==> src/rtl/branch_hazard_ctrl.sv <==
// rtl/branch_hazard_ctrl.sv - branch redirect, load-use stall and perf counters for the 5-stage MIPS core
//
// Purpose:
//   Takes the resolved EX-stage branch decision and issues the PC redirect and
//   wrong-path flushes one cycle later. Inserts the single load-use stall a
//   branch in ID needs when the load directly ahead of it (in EX) writes one
//   of its operands. Keeps saturating branch / taken / stall counters.
//
// Ports:
//   clk, rst                  clock, synchronous active-high reset
//   id_branch, id_rs, id_rt   branch flag and source registers of the ID instruction
//   ex_mem_read, ex_rd        load flag and destination register of the EX instruction
//   ex_branch, ex_taken       branch flag and resolved condition of the EX instruction
//   ex_target                 branch target computed in EX
//   pc_write, ifid_write      PC / IF-ID write enables (low during a stall)
//   ifid_flush, idex_flush,
//   exmem_flush               bubble insertion into each pipeline register
//   pc_redirect, redirect_pc  next-PC select and registered branch target
//   branch_cnt, taken_cnt,
//   stall_cnt                 saturating performance counters

module hz_sat_counter #(
  parameter int W = 16
) (
  input  logic         clk_i,
  input  logic         rst_i,
  input  logic         inc_i,
  output logic [W-1:0] count_o
);

  logic [W-1:0] count_q;
  logic [W-1:0] count_d;

  always_comb begin
    count_d = count_q;
    // Hold at all-ones instead of wrapping back to zero.
    if (inc_i && (count_q != {W{1'b1}})) begin
      count_d = count_q + W'(1);
    end
  end

  always_ff @(posedge clk_i) begin
    if (rst_i) begin
      count_q <= '0;
    end else begin
      count_q <= count_d;
    end
  end

  // The counter reads as zero for the whole reset cycle, not only after the edge.
  assign count_o = rst_i ? '0 : count_q;

endmodule

module branch_hazard_ctrl #(
  parameter int ADDR_W = 32,
  parameter int CNT_W  = 16
) (
  input  logic              clk,
  input  logic              rst,
  input  logic              id_branch,
  input  logic [4:0]        id_rs,
  input  logic [4:0]        id_rt,
  input  logic              ex_mem_read,
  input  logic [4:0]        ex_rd,
  input  logic              ex_branch,
  input  logic              ex_taken,
  input  logic [ADDR_W-1:0] ex_target,
  output logic              pc_write,
  output logic              ifid_write,
  output logic              ifid_flush,
  output logic              idex_flush,
  output logic              exmem_flush,
  output logic              pc_redirect,
  output logic [ADDR_W-1:0] redirect_pc,
  output logic [CNT_W-1:0]  branch_cnt,
  output logic [CNT_W-1:0]  taken_cnt,
  output logic [CNT_W-1:0]  stall_cnt
);

  typedef enum logic [1:0] {
    IDLE     = 2'd0,
    STALL    = 2'd1,
    REDIRECT = 2'd2
  } state_t;

  state_t              state_q;
  state_t              state_d;
  logic [ADDR_W-1:0]   redirect_q;
  logic [ADDR_W-1:0]   redirect_d;

  logic                hz;
  logic                tk;
  logic                count_en;
  logic                branch_inc;
  logic                taken_inc;
  logic                stall_inc;

  // Load in EX feeds a register the branch in ID reads; $0 never carries a dependency.
  assign hz = id_branch & ex_mem_read & (ex_rd != 5'd0) &
              ((ex_rd == id_rs) | (ex_rd == id_rt));

  // Only a definite 1 counts as taken; an unknown condition must not redirect.
  assign tk = ex_branch & (ex_taken === 1'b1);

  // During REDIRECT the EX branch is itself wrong-path and must not be counted.
  assign count_en = (state_q == IDLE) || (state_q == STALL);

  always_comb begin
    state_d     = state_q;
    redirect_d  = redirect_q;
    pc_write    = 1'b1;
    ifid_write  = 1'b1;
    ifid_flush  = 1'b0;
    idex_flush  = 1'b0;
    exmem_flush = 1'b0;
    pc_redirect = 1'b0;
    stall_inc   = 1'b0;

    case (state_q)
      IDLE: begin
        if (tk) begin
          // A taken branch squashes the branch in ID, so any hazard it has is moot.
          redirect_d = ex_target;
          state_d    = REDIRECT;
        end else if (hz) begin
          pc_write   = 1'b0;
          ifid_write = 1'b0;
          idex_flush = 1'b1;
          stall_inc  = 1'b1;
          state_d    = STALL;
        end
      end

      STALL: begin
        // The load has moved on; hz may still read high but no second bubble is due.
        if (tk) begin
          redirect_d = ex_target;
          state_d    = REDIRECT;
        end else begin
          state_d = IDLE;
        end
      end

      REDIRECT: begin
        pc_redirect = 1'b1;
        ifid_flush  = 1'b1;
        idex_flush  = 1'b1;
        exmem_flush = 1'b1;
        state_d     = IDLE;
      end

      default: begin
        state_d = IDLE;
      end
    endcase

    // Reset overrides everything: outputs look like normal flow, nothing pending.
    if (rst) begin
      pc_write    = 1'b1;
      ifid_write  = 1'b1;
      ifid_flush  = 1'b0;
      idex_flush  = 1'b0;
      exmem_flush = 1'b0;
      pc_redirect = 1'b0;
      stall_inc   = 1'b0;
    end
  end

  always_ff @(posedge clk) begin
    if (rst) begin
      state_q    <= IDLE;
      redirect_q <= '0;
    end else begin
      state_q    <= state_d;
      redirect_q <= redirect_d;
    end
  end

  assign redirect_pc = rst ? '0 : redirect_q;

  assign branch_inc = count_en & ex_branch;
  assign taken_inc  = count_en & tk;

  hz_sat_counter #(.W(CNT_W)) u_branch_cnt (
    .clk_i   (clk),
    .rst_i   (rst),
    .inc_i   (branch_inc),
    .count_o (branch_cnt)
  );

  hz_sat_counter #(.W(CNT_W)) u_taken_cnt (
    .clk_i   (clk),
    .rst_i   (rst),
    .inc_i   (taken_inc),
    .count_o (taken_cnt)
  );

  hz_sat_counter #(.W(CNT_W)) u_stall_cnt (
    .clk_i   (clk),
    .rst_i   (rst),
    .inc_i   (stall_inc),
    .count_o (stall_cnt)
  );

endmodule
==> config.mk <==
export PLATFORM = sky130hd
export DESIGN_NAME = branch_hazard_ctrl
export DESIGN_NICKNAME = d
export VERILOG_FILES = /design/src/rtl/branch_hazard_ctrl.sv
export SDC_FILE = /design/constraint.sdc
export NUM_CORES = 1
export LEC_CHECK = 0
export ABC_AREA = 1
export ABC_CLOCK_PERIOD_IN_PS = 4900
export CELL_PAD_IN_SITES_DETAIL_PLACEMENT = 0
export CELL_PAD_IN_SITES_GLOBAL_PLACEMENT = 1
export CORE_UTILIZATION = 47
export CTS_CLUSTER_DIAMETER = 50
export CTS_CLUSTER_SIZE = 20
export DETAILED_ROUTE_END_ITERATION = 7
export DONT_BUFFER_PORTS = 1
export GPL_ROUTABILITY_DRIVEN = 0
export PLACE_DENSITY = 0.87
export RECOVER_POWER = 50
export SLEW_MARGIN = 40
export SYNTH_ARGS = -nofsm -noshare
export SYNTH_HDL_FRONTEND = slang
export SYNTH_SLANG_ARGS = --single-unit
export TNS_END_PERCENT = 50
==> constraint.sdc <==
create_clock -name clk -period 4.9 [get_ports clk]
set_clock_uncertainty 0.05 [all_clocks]
set_input_delay 0.49 -clock clk [delete_from_list [all_inputs] [get_ports clk]]
set_output_delay 0.49 -clock clk [all_outputs]
set_load 0.005 [all_outputs]
==> flow_summary.toml <==
[setup_path]
r2r-start = "u_branch_cnt.count_q[0]"
start_kind = "flip-flop"
crit_path_end_kind = "output pin"
worst_ep_required_time_ns = 4.36
rr_worst_depth = 9
criticalPathCategory = "flip-flop to output pin"
startpoint = "state_q[1]"
cp_data_arrival_time_ns = 1.78
cp_max_fo = 6

[layout]
fillers = 908
layoutNonFillerInstCount = 745
final_util = 0.516
insertedDiodeCount = 0
stdcell_area_um2 = 4550
final_nets = 688
drive_above_1_share = 0.0565
area_delta_synth_final_pct = 4.97

[place]
placed_cell_area_um2 = 4330
hpwl_mm = 7.38
post-place-ws_ns = 2.77
io_buffer_count = 0
place_inst = 729

[routing]
wl_per_cell_um = 13.7
drt_wl_total_mm = 10.2
drc = 6
vias_per_cell = 5.14
ant_nets = 0
num_vias = 3827
drtIter0Drc = 117
first_pass_iters = 8

[global_route]
grt_max_degree = 97
grt_pass1_wl_mm = 16.7
grt_pass1_vias = 3632
overflow = 0
grt.total_usage = 0.215
grt_antenna_before_repair = 0

[sta]
timing.final.ws_setup_ns = 2.58
tightest_slew_ns = 1.04
final-hold-violation-count = 0
maxSlewHeadroom = 0.308
rsz0062_at_grt = "false"
hold_slack_ns = 0.165
setup_viol = 0
min_period_ns = 2.32
finalMaxSlewViolations = 0
tns_ns = 0
timing.fmax_mhz = 431
fin_crit_sh = 0.474

[outcome]
status = "finished with violations"
violations = "design-rule violations"

[cts]
cts-buffers-inserted = 9
insertion_delay_ns = 0.35
cts_resized = 0
clock_path_buffers = 2
cts_root_buffer = "clkbuf_8"
cts_tree = "done"
cts.sinks = 82
clk_pin_slew_ns = 0.09
postCtsHoldBufs = 0
postCtsSetupRepairBufs = 0
htree_levels = 3

[worst_hold_path]
hold_depth = 1
worst_hold_startpoint = "rst"
hp-class = "input port to flip-flop"

[pwr]
power_density_nw_per_um2 = 296
p_leak_nw = 1.83
vdd_drop_max_uv = 151
fin_total_pwr_mw = 1.34

[floorplanning]
die_w_um = 98.0
die_height_um = 98.0
ioPinCount = 139
dieArea_um2 = 9600
rows = 34
start_util = 0.492
fp.coreArea_um2 = 8810

[synthesis]
syn_area_um2 = 4330
yosys_register_bits = 82
syn_nets = 703
synth_cell_types = 30
ys.warnings.count = 0
avgSynthCellArea_um2 = 6.69
synth_cells = 647
ys_seq_area_frac = 0.379

[flow_run]
cap_violations = 0
## flip-flops by register name, indices dropped and copies added, names as in the netlist
| signal | count |
|---|---|
| redirect_q | 32 |
| u_branch_cnt.count_q | 16 |
| u_stall_cnt.count_q | 16 |
| u_taken_cnt.count_q | 16 |
| state_q | 2 |
## placed cells by master (no fill, tap or decap), types with 2 or more instances in the layout
master	instances
clkbuf_8	9
nand4_1	9
a21oi_1	30
o21ai_0	19
nor3_1	19
inv_1	113
ha_1	3
bufinv_16	2
xnor2_1	2
a21oi_2	9
nor3b_1	8
nand2_1	101
inv_6	2
and3_1	2
nor2_1	136
inv_2	4
dfxtp_1	82
xor2_1	9
nand3_1	34
o22a_1	32
clkinvlp_4	2
## layer usage
layer	track usage	part of all wire
met4	0.0629	0.014
met2	0.374	0.49
met3	0.0637	0.062
met1	0.254	0.44
met5	0	0
## power breakdown
| group | total (mW) | internal, mW | switching, mW |
|---|---|---|---|
| combinational | 0.0874 | 0.0322 | 0.0553 |
| clock | 0.557 | 0.291 | 0.266 |
| sequential | 0.699 | 0.690 | 0.00857 |
## final timing paths
path | end | slack (ns)
setup reg to reg | u_branch_cnt.count_q[9] | 2.69
setup / recovery | idex_flush | 2.58
hold / removal | u_branch_cnt.count_q[8] | 0.17
hold reg to reg | u_stall_cnt.count_q[14] | 0.39
## critical path, cell delays in order (launching register included)
cell and delay (ns):
dfxtp_1 0.36, nor2_1 0.11, nand4_1 0.10, a21oi_1 0.35
nand3_4 0.20, inv_1 0.15, or2_2 0.15
## area by class of cell
type | count | area, um^2 | area share
clock buffers | 9 | 124 | 0.0273
clock inverters | 7 | 101 | 0.0223
well taps | 108 | 135 | 0.0297
inverters | 118 | 444 | 0.0977
multi-input cells | 420 | 2090 | 0.460
repair buffers | 1 | 7.51 | 0.00165
flip-flops and latches | 82 | 1640 | 0.361
## synth_stat cells
master / number / area, um^2
nand4_1: 9 / 56.3
xor2_1: 9 / 78.8
buf_4: 4 / 30.0
a21oi_1: 29 / 145
buf_2: 7 / 35.0
nor3b_1: 8 / 60.1
nand3_1: 34 / 170
or2_2: 1 / 6.26
xnor2_1: 2 / 17.5
o31ai_1: 1 / 7.51
nor2_4: 1 / 11.3
o22a_1: 32 / 280
nor2_1: 136 / 510
nand2_1: 100 / 375
clkbuf_1: 11 / 41.3
nand2_2: 2 / 12.5
clkinv_2: 1 / 5.00
nor2_8: 1 / 20.0
buf_1: 4 / 15.0
nor3_1: 19 / 95.1
nand3_4: 1 / 17.5
inv_1: 114 / 428
a21oi_2: 10 / 87.6
ha_1: 3 / 37.5
inv_2: 3 / 11.3
dfxtp_1: 82 / 1640
a31oi_1: 1 / 6.26
buf_12: 1 / 20.0
and3_1: 2 / 12.5
o21ai_0: 19 / 95.1
## cell families (layout without fill, tap and decap cells)
kind of cell / after synthesis / in the layout / share of synthesized area
AOI/OAI and AO/OA: 92 / 92 / 0.144
xor gates and xnor gates: 11 / 11 / 0.0222
adders and majority gates: 3 / 3 / 0.00867
buffers and inverters: 145 / 135 / 0.135
DFF: 82 / 82 / 0.379
and+or+nand+nor: 314 / 314 / 0.311
No activity file was read; power rests on OpenSTA's default activity.
==> RTL edit 1: new RTL, same flow settings <==
Change the parameter `CNT_W` from 16 to 32.
--- a/src/rtl/branch_hazard_ctrl.sv
+++ b/src/rtl/branch_hazard_ctrl.sv
@@ -55,5 +55,5 @@
 module branch_hazard_ctrl #(
   parameter int ADDR_W = 32,
-  parameter int CNT_W  = 16
+  parameter int CNT_W  = 32
 ) (
   input  logic              clk,
Ports: changed (resized branch_cnt, stall_cnt and taken_cnt); port bits go from 139 to 187. No check against the original RTL was run, so the function may have changed too.
==> RTL edit 1 against the original RTL <==
- total power grew 84%
- hold slack got worse by 0.048 ns
- wire length rose by 88%
- first-iteration DRC count rose to 3.6 times the old value
- final area rose by 81%
- core utilization increased by 0.48 points
- critical path depth increased by 4
- highest routed layer unchanged
- largest cell class unchanged
- sequential cell count rose by 48
- setup slack got worse by 0.28 ns
- area after synthesis grew 76%
==> RTL edit 1: results (changes against the original RTL) <==
| Metric | Value |
|---|---|
| Commonest cells post-synth | `nand2_1, nor2_1, inv_1` |
| Number of instances in the placed design | `1412 (+94%)` |
| Storage cell area | `0.002603 mm² (+59%)` |
| GR Util met2 | `0.3868 (+0.01246)` |
| Clk_lat worst skew | `0.42 ns (+0.07 ns)` |
| Post-synthesis sequential area ratio | `0.3416 (-0.03748)` |
| Total GRT Usage | `0.2342 (+0.01958)` |
| Inverters | `196 (+66%)` |
| Clk Tree Root Cell | `clkbuf_16` |
| Met1 WL | `8775 µm (+96%)` |
| Non-clock buffers | `4 (+3)` |
| Cts bufs inserted | `17 (+8)` |
| CTS clk-pin slew, worst paths | `0.07 ns (-0.02 ns)` |
| H-tree depth | `4 (+1)` |
| Synth cell types | `32 (+6.7%)` |
| GR Util met3 | `0.05698 (-0.006730)` |
| Peak supply drop | `0.2433 mV (+61%)` |
| Nets | `1271 (+85%)` |
| Sequential cell area share | `0.3156 (-0.04550)` |
| Vias in the first global route | `6434 (+77%)` |
| Area share of xor/xnor cells in the synthesized design | `0.04598 (+0.02374)` |
| Delay of the slowest critical-path stage | `0.67 ns (+0.31 ns)` |
| Multi-input combinational cell area | `0.004024 mm² (+92%)` |
| WL met2 | `8972 µm (+81%)` |
| Place WS | `2.244 ns (-0.5211 ns)` |
| Wirelength per Cell | `13.30 µm (-2.9%)` |
| Share of cells above drive strength 1 | `0.04479 (-0.01173)` |
| Met1 usage | `0.3028 (+0.04880)` |
| Slowest-stage cell, CP | `nor2_2` |
| Worst Path Max Fanout | `28 (+22)` |
| Synth Area in Compound Gates | `0.1022 (-0.04145)` |
| Worst Tran Pin Value | `1.418 ns (+0.3811 ns)` |
| Status | `finished clean` |
| Synth area leaders | `dfxtp_1, nand2_1, nor2_1` |
| Area post-placement | `0.007662 mm² (+77%)` |
[RTL edit 1: changes by cell type in the layout (fill, tap and decap cells not counted), sizes merged, moves of 28 or more]
cell	change
nor3	+31
inv	+87
nand2	+185
xor2	+29
a21oi	+37
nor2	+133
nand3	+28
dfxtp	+48
[RTL edit 1: logic make-up (layout without fill, tap and decap cells)]
family / count (synthesis) / after routing
adders and majority gates: 3 / 3
and+or+nand+nor: 692 / 692
buffers and inverters: 245 / 232
DFF: 130 / 130
AOI/OAI and AO/OA: 131 / 131
xor gates and xnor gates: 40 / 40
[RTL edit 1: path summary, 6_finish.rpt]
kind,depth (start not counted),start,end,slack (ns)
min reg2reg,2,u_stall_cnt.count_q[26],u_stall_cnt.count_q[26],0.42
max,10,state_q[1],u_stall_cnt.count_q[10],2.30
min,1,rst,u_taken_cnt.count_q[6],0.12
max reg2reg,10,state_q[1],u_stall_cnt.count_q[10],2.30
[RTL edit 1: power breakdown]
part	internal (µW)	switching, µW
clock network	723	549
registers	1080	7.41
logic	35.2	71.3
total	1840	628
==> RTL edit 2: new RTL, same settings <==
Without the edit above. Make the reset (`rst` and `rst_i`) asynchronous in 2 clocked blocks. Comments in the files are not updated.
--- a/src/rtl/branch_hazard_ctrl.sv
+++ b/src/rtl/branch_hazard_ctrl.sv
@@ -40,5 +40,5 @@
   end
 
-  always_ff @(posedge clk_i) begin
+  always_ff @(posedge clk_i or posedge rst_i) begin
     if (rst_i) begin
       count_q <= '0;
@@ -168,5 +168,5 @@
   end
 
-  always_ff @(posedge clk) begin
+  always_ff @(posedge clk or posedge rst) begin
     if (rst) begin
       state_q    <= IDLE;
Function: no difference found for any inputs over 10 cycles, from zero or initial values and one cycle with rst high; that may be too few to reach the edited logic, so the function may still have changed.
==> RTL edit 2 against the original RTL <==
- final area increased by 7.2%
- fmax shrank 19%
- sequential share of layout area up 6.0 points
- wire length fell by 3.4%
- sequential cell count unchanged
- setup slack got worse by 0.55 ns
- via count shrank 3.4%
- synthesized cell count is 4.5% lower
- count of clock-buffer cells in the layout did not move
- register-to-register slack got worse by 0.67 ns
- area after synthesis up 5.6%
- critical endpoint is now redirect_q[18]
Power is not compared: it rests on default switching activity, and its combinational part moved more than twofold at a synthesized area within 25%.
==> RTL edit 2: results (changes against the original RTL) <==
| Metric | Value |
|---|---|
| Number of instances in the placed design | `731 (+0.27%)` |
| Status | `finished clean` |
| Delay of the slowest critical-path stage | `0.93 ns (+0.57 ns)` |
| Non-Filler Instances | `747 (+0.27%)` |
| Die W | `100.7 µm (+2.7%)` |
| Drt initial violations | `135 (+15%)` |
| CP top delay family | `buffers and inverters` |
| Area post-placement | `0.004710 mm² (+8.7%)` |
| Synth area leaders | `dfrtp_1, nand2_1, nor2_1` |
| Leak | `0.002441 µW` |
| Avg Vias per Cell | `4.950 (-3.6%)` |
| Ant. Diodes | `0 (unchanged)` |
| Number of fill cells | `940 (+3.5%)` |
| Worst Path Max Fanout | `37 (+31)` |
| Max-slew headroom | `0.2181 (-0.08993)` |
| Post-synth ARST share | `1.000 (+1.000)` |
| HPWL Detailed | `7159 µm (-3.1%)` |
| Post-synthesis sequential area ratio | `0.4486 (+0.06950)` |
| Syn_area_per_cell | `7.402 µm² (+11%)` |
| First-pass detailed-route iteration total | `7 (-1)` |
| Total GRT Usage | `0.2077 (-0.006912)` |
| Share of cells above drive strength 1 | `0.08414 (+0.02763)` |
| Cts repair resizes | `0 (unchanged)` |
| Final cell utilization of the core | `0.5223 (+0.006136)` |
| Wirelength per Cell | `13.19 µm (-3.7%)` |
| CP arrival | `3.00 ns (+1.22 ns)` |
| Synth Net Count | `674 (-4.1%)` |
| Global-route wire length before repair | `16640 µm (-0.17%)` |
| Largest net degree at the start of global routing | `87 (-10%)` |
| Synth warnings | `0 (unchanged)` |
| Commonest cells post-synth | `nand2_1, nor2_1, inv_1` |
| Synth cell types | `27 (-10%)` |
| Initial core utilization | `0.4904 (-0.001350)` |
| Slowest-stage cell, CP | `clkbuf_1` |
| Vias in the first global route | `3565 (-1.8%)` |
==> RTL edit 2: changes by cell type in the layout (fill, tap and decap cells not counted), sizes merged, moves of 8 or more <==
cell	before	now
dfrtp	0	82
dfxtp	82	0
a21oi	39	0
o22a	32	0
nand2	102	127
xor2	9	32
o21ai	19	41
nor2	138	123
nor3b	8	0
==> RTL edit 2: layout make-up <==
type	count	share of cell area
sequential	82	0.4212
multi-input combinational	403	0.4106
inverter	114	0.08808
tap	129	0.03313
clock buffer	9	0.02542
clock inverter	7	0.01721
timing repair buffer	3	0.004366
==> RTL edit 2: power groups by stage <==
stage                     clock network, µW  registers (µW)  logic (µW)
after global routing                    563             875         352
final                                   515             860         297
after global placement                    0             870         289
after floorplan                           0             852         253
after detailed placement                  0             872         304
after CTS                               533             860         308
==> RTL edit 2: per-layer routing <==
layer  GRT usage  up-vias  share of wire  wire [µm]
met2      0.3398      106           0.47       4609
met5           0        -              0          0
met4     0.07469        0          0.014        134
met1      0.2731     1719           0.46       4582
li1            -     1863              -          -
met3     0.04369       10          0.054        529
==> RTL edit 2: worst register-to-register path, cell delays in order, from the launching register on <==
cell      delay, ns
dfrtp_1        0.42
nor2_1         0.33
clkbuf_1       0.77
clkbuf_1       0.94
o21ai_0        0.21
==> RTL edit 2: final timing paths <==
check | from | endpoint | slack (ns) | cells after the start
setup / recovery | state_q[1] | redirect_q[18] | 2.02 | 4
hold / removal | ex_target[23] | redirect_q[23] | 0.20 | 2
setup reg to reg | state_q[1] | redirect_q[18] | 2.02 | 4
hold reg to reg | u_branch_cnt.count_q[10] | u_branch_cnt.count_q[10] | 0.42 | 1
max in group asynchronous | rst | u_taken_cnt.count_q[13] | 4.05 | 2
min in group asynchronous | rst | u_stall_cnt.count_q[12] | 0.29 | 2
==> RTL edit 2: cell families (layout without fill, tap and decap cells) <==
logic type,Yosys count,in the layout,synth area share
compound gates,42,42,0.04622
xor+xnor,34,34,0.06510
buf+inv,133,133,0.1130
flops,82,82,0.4486
fa+ha+maj,3,3,0.008207
simple gates,324,324,0.3189
==> RTL edit 2: per-stage QoR <==
stage                     hold slack (ns)  setup slack, ns
after detailed placement           0.4070            2.967
after floorplan                    0.3916            1.406
after global placement             0.4080            2.454
after global routing               0.1746            1.660
after CTS                          0.1821            2.817
final                              0.2011            2.025
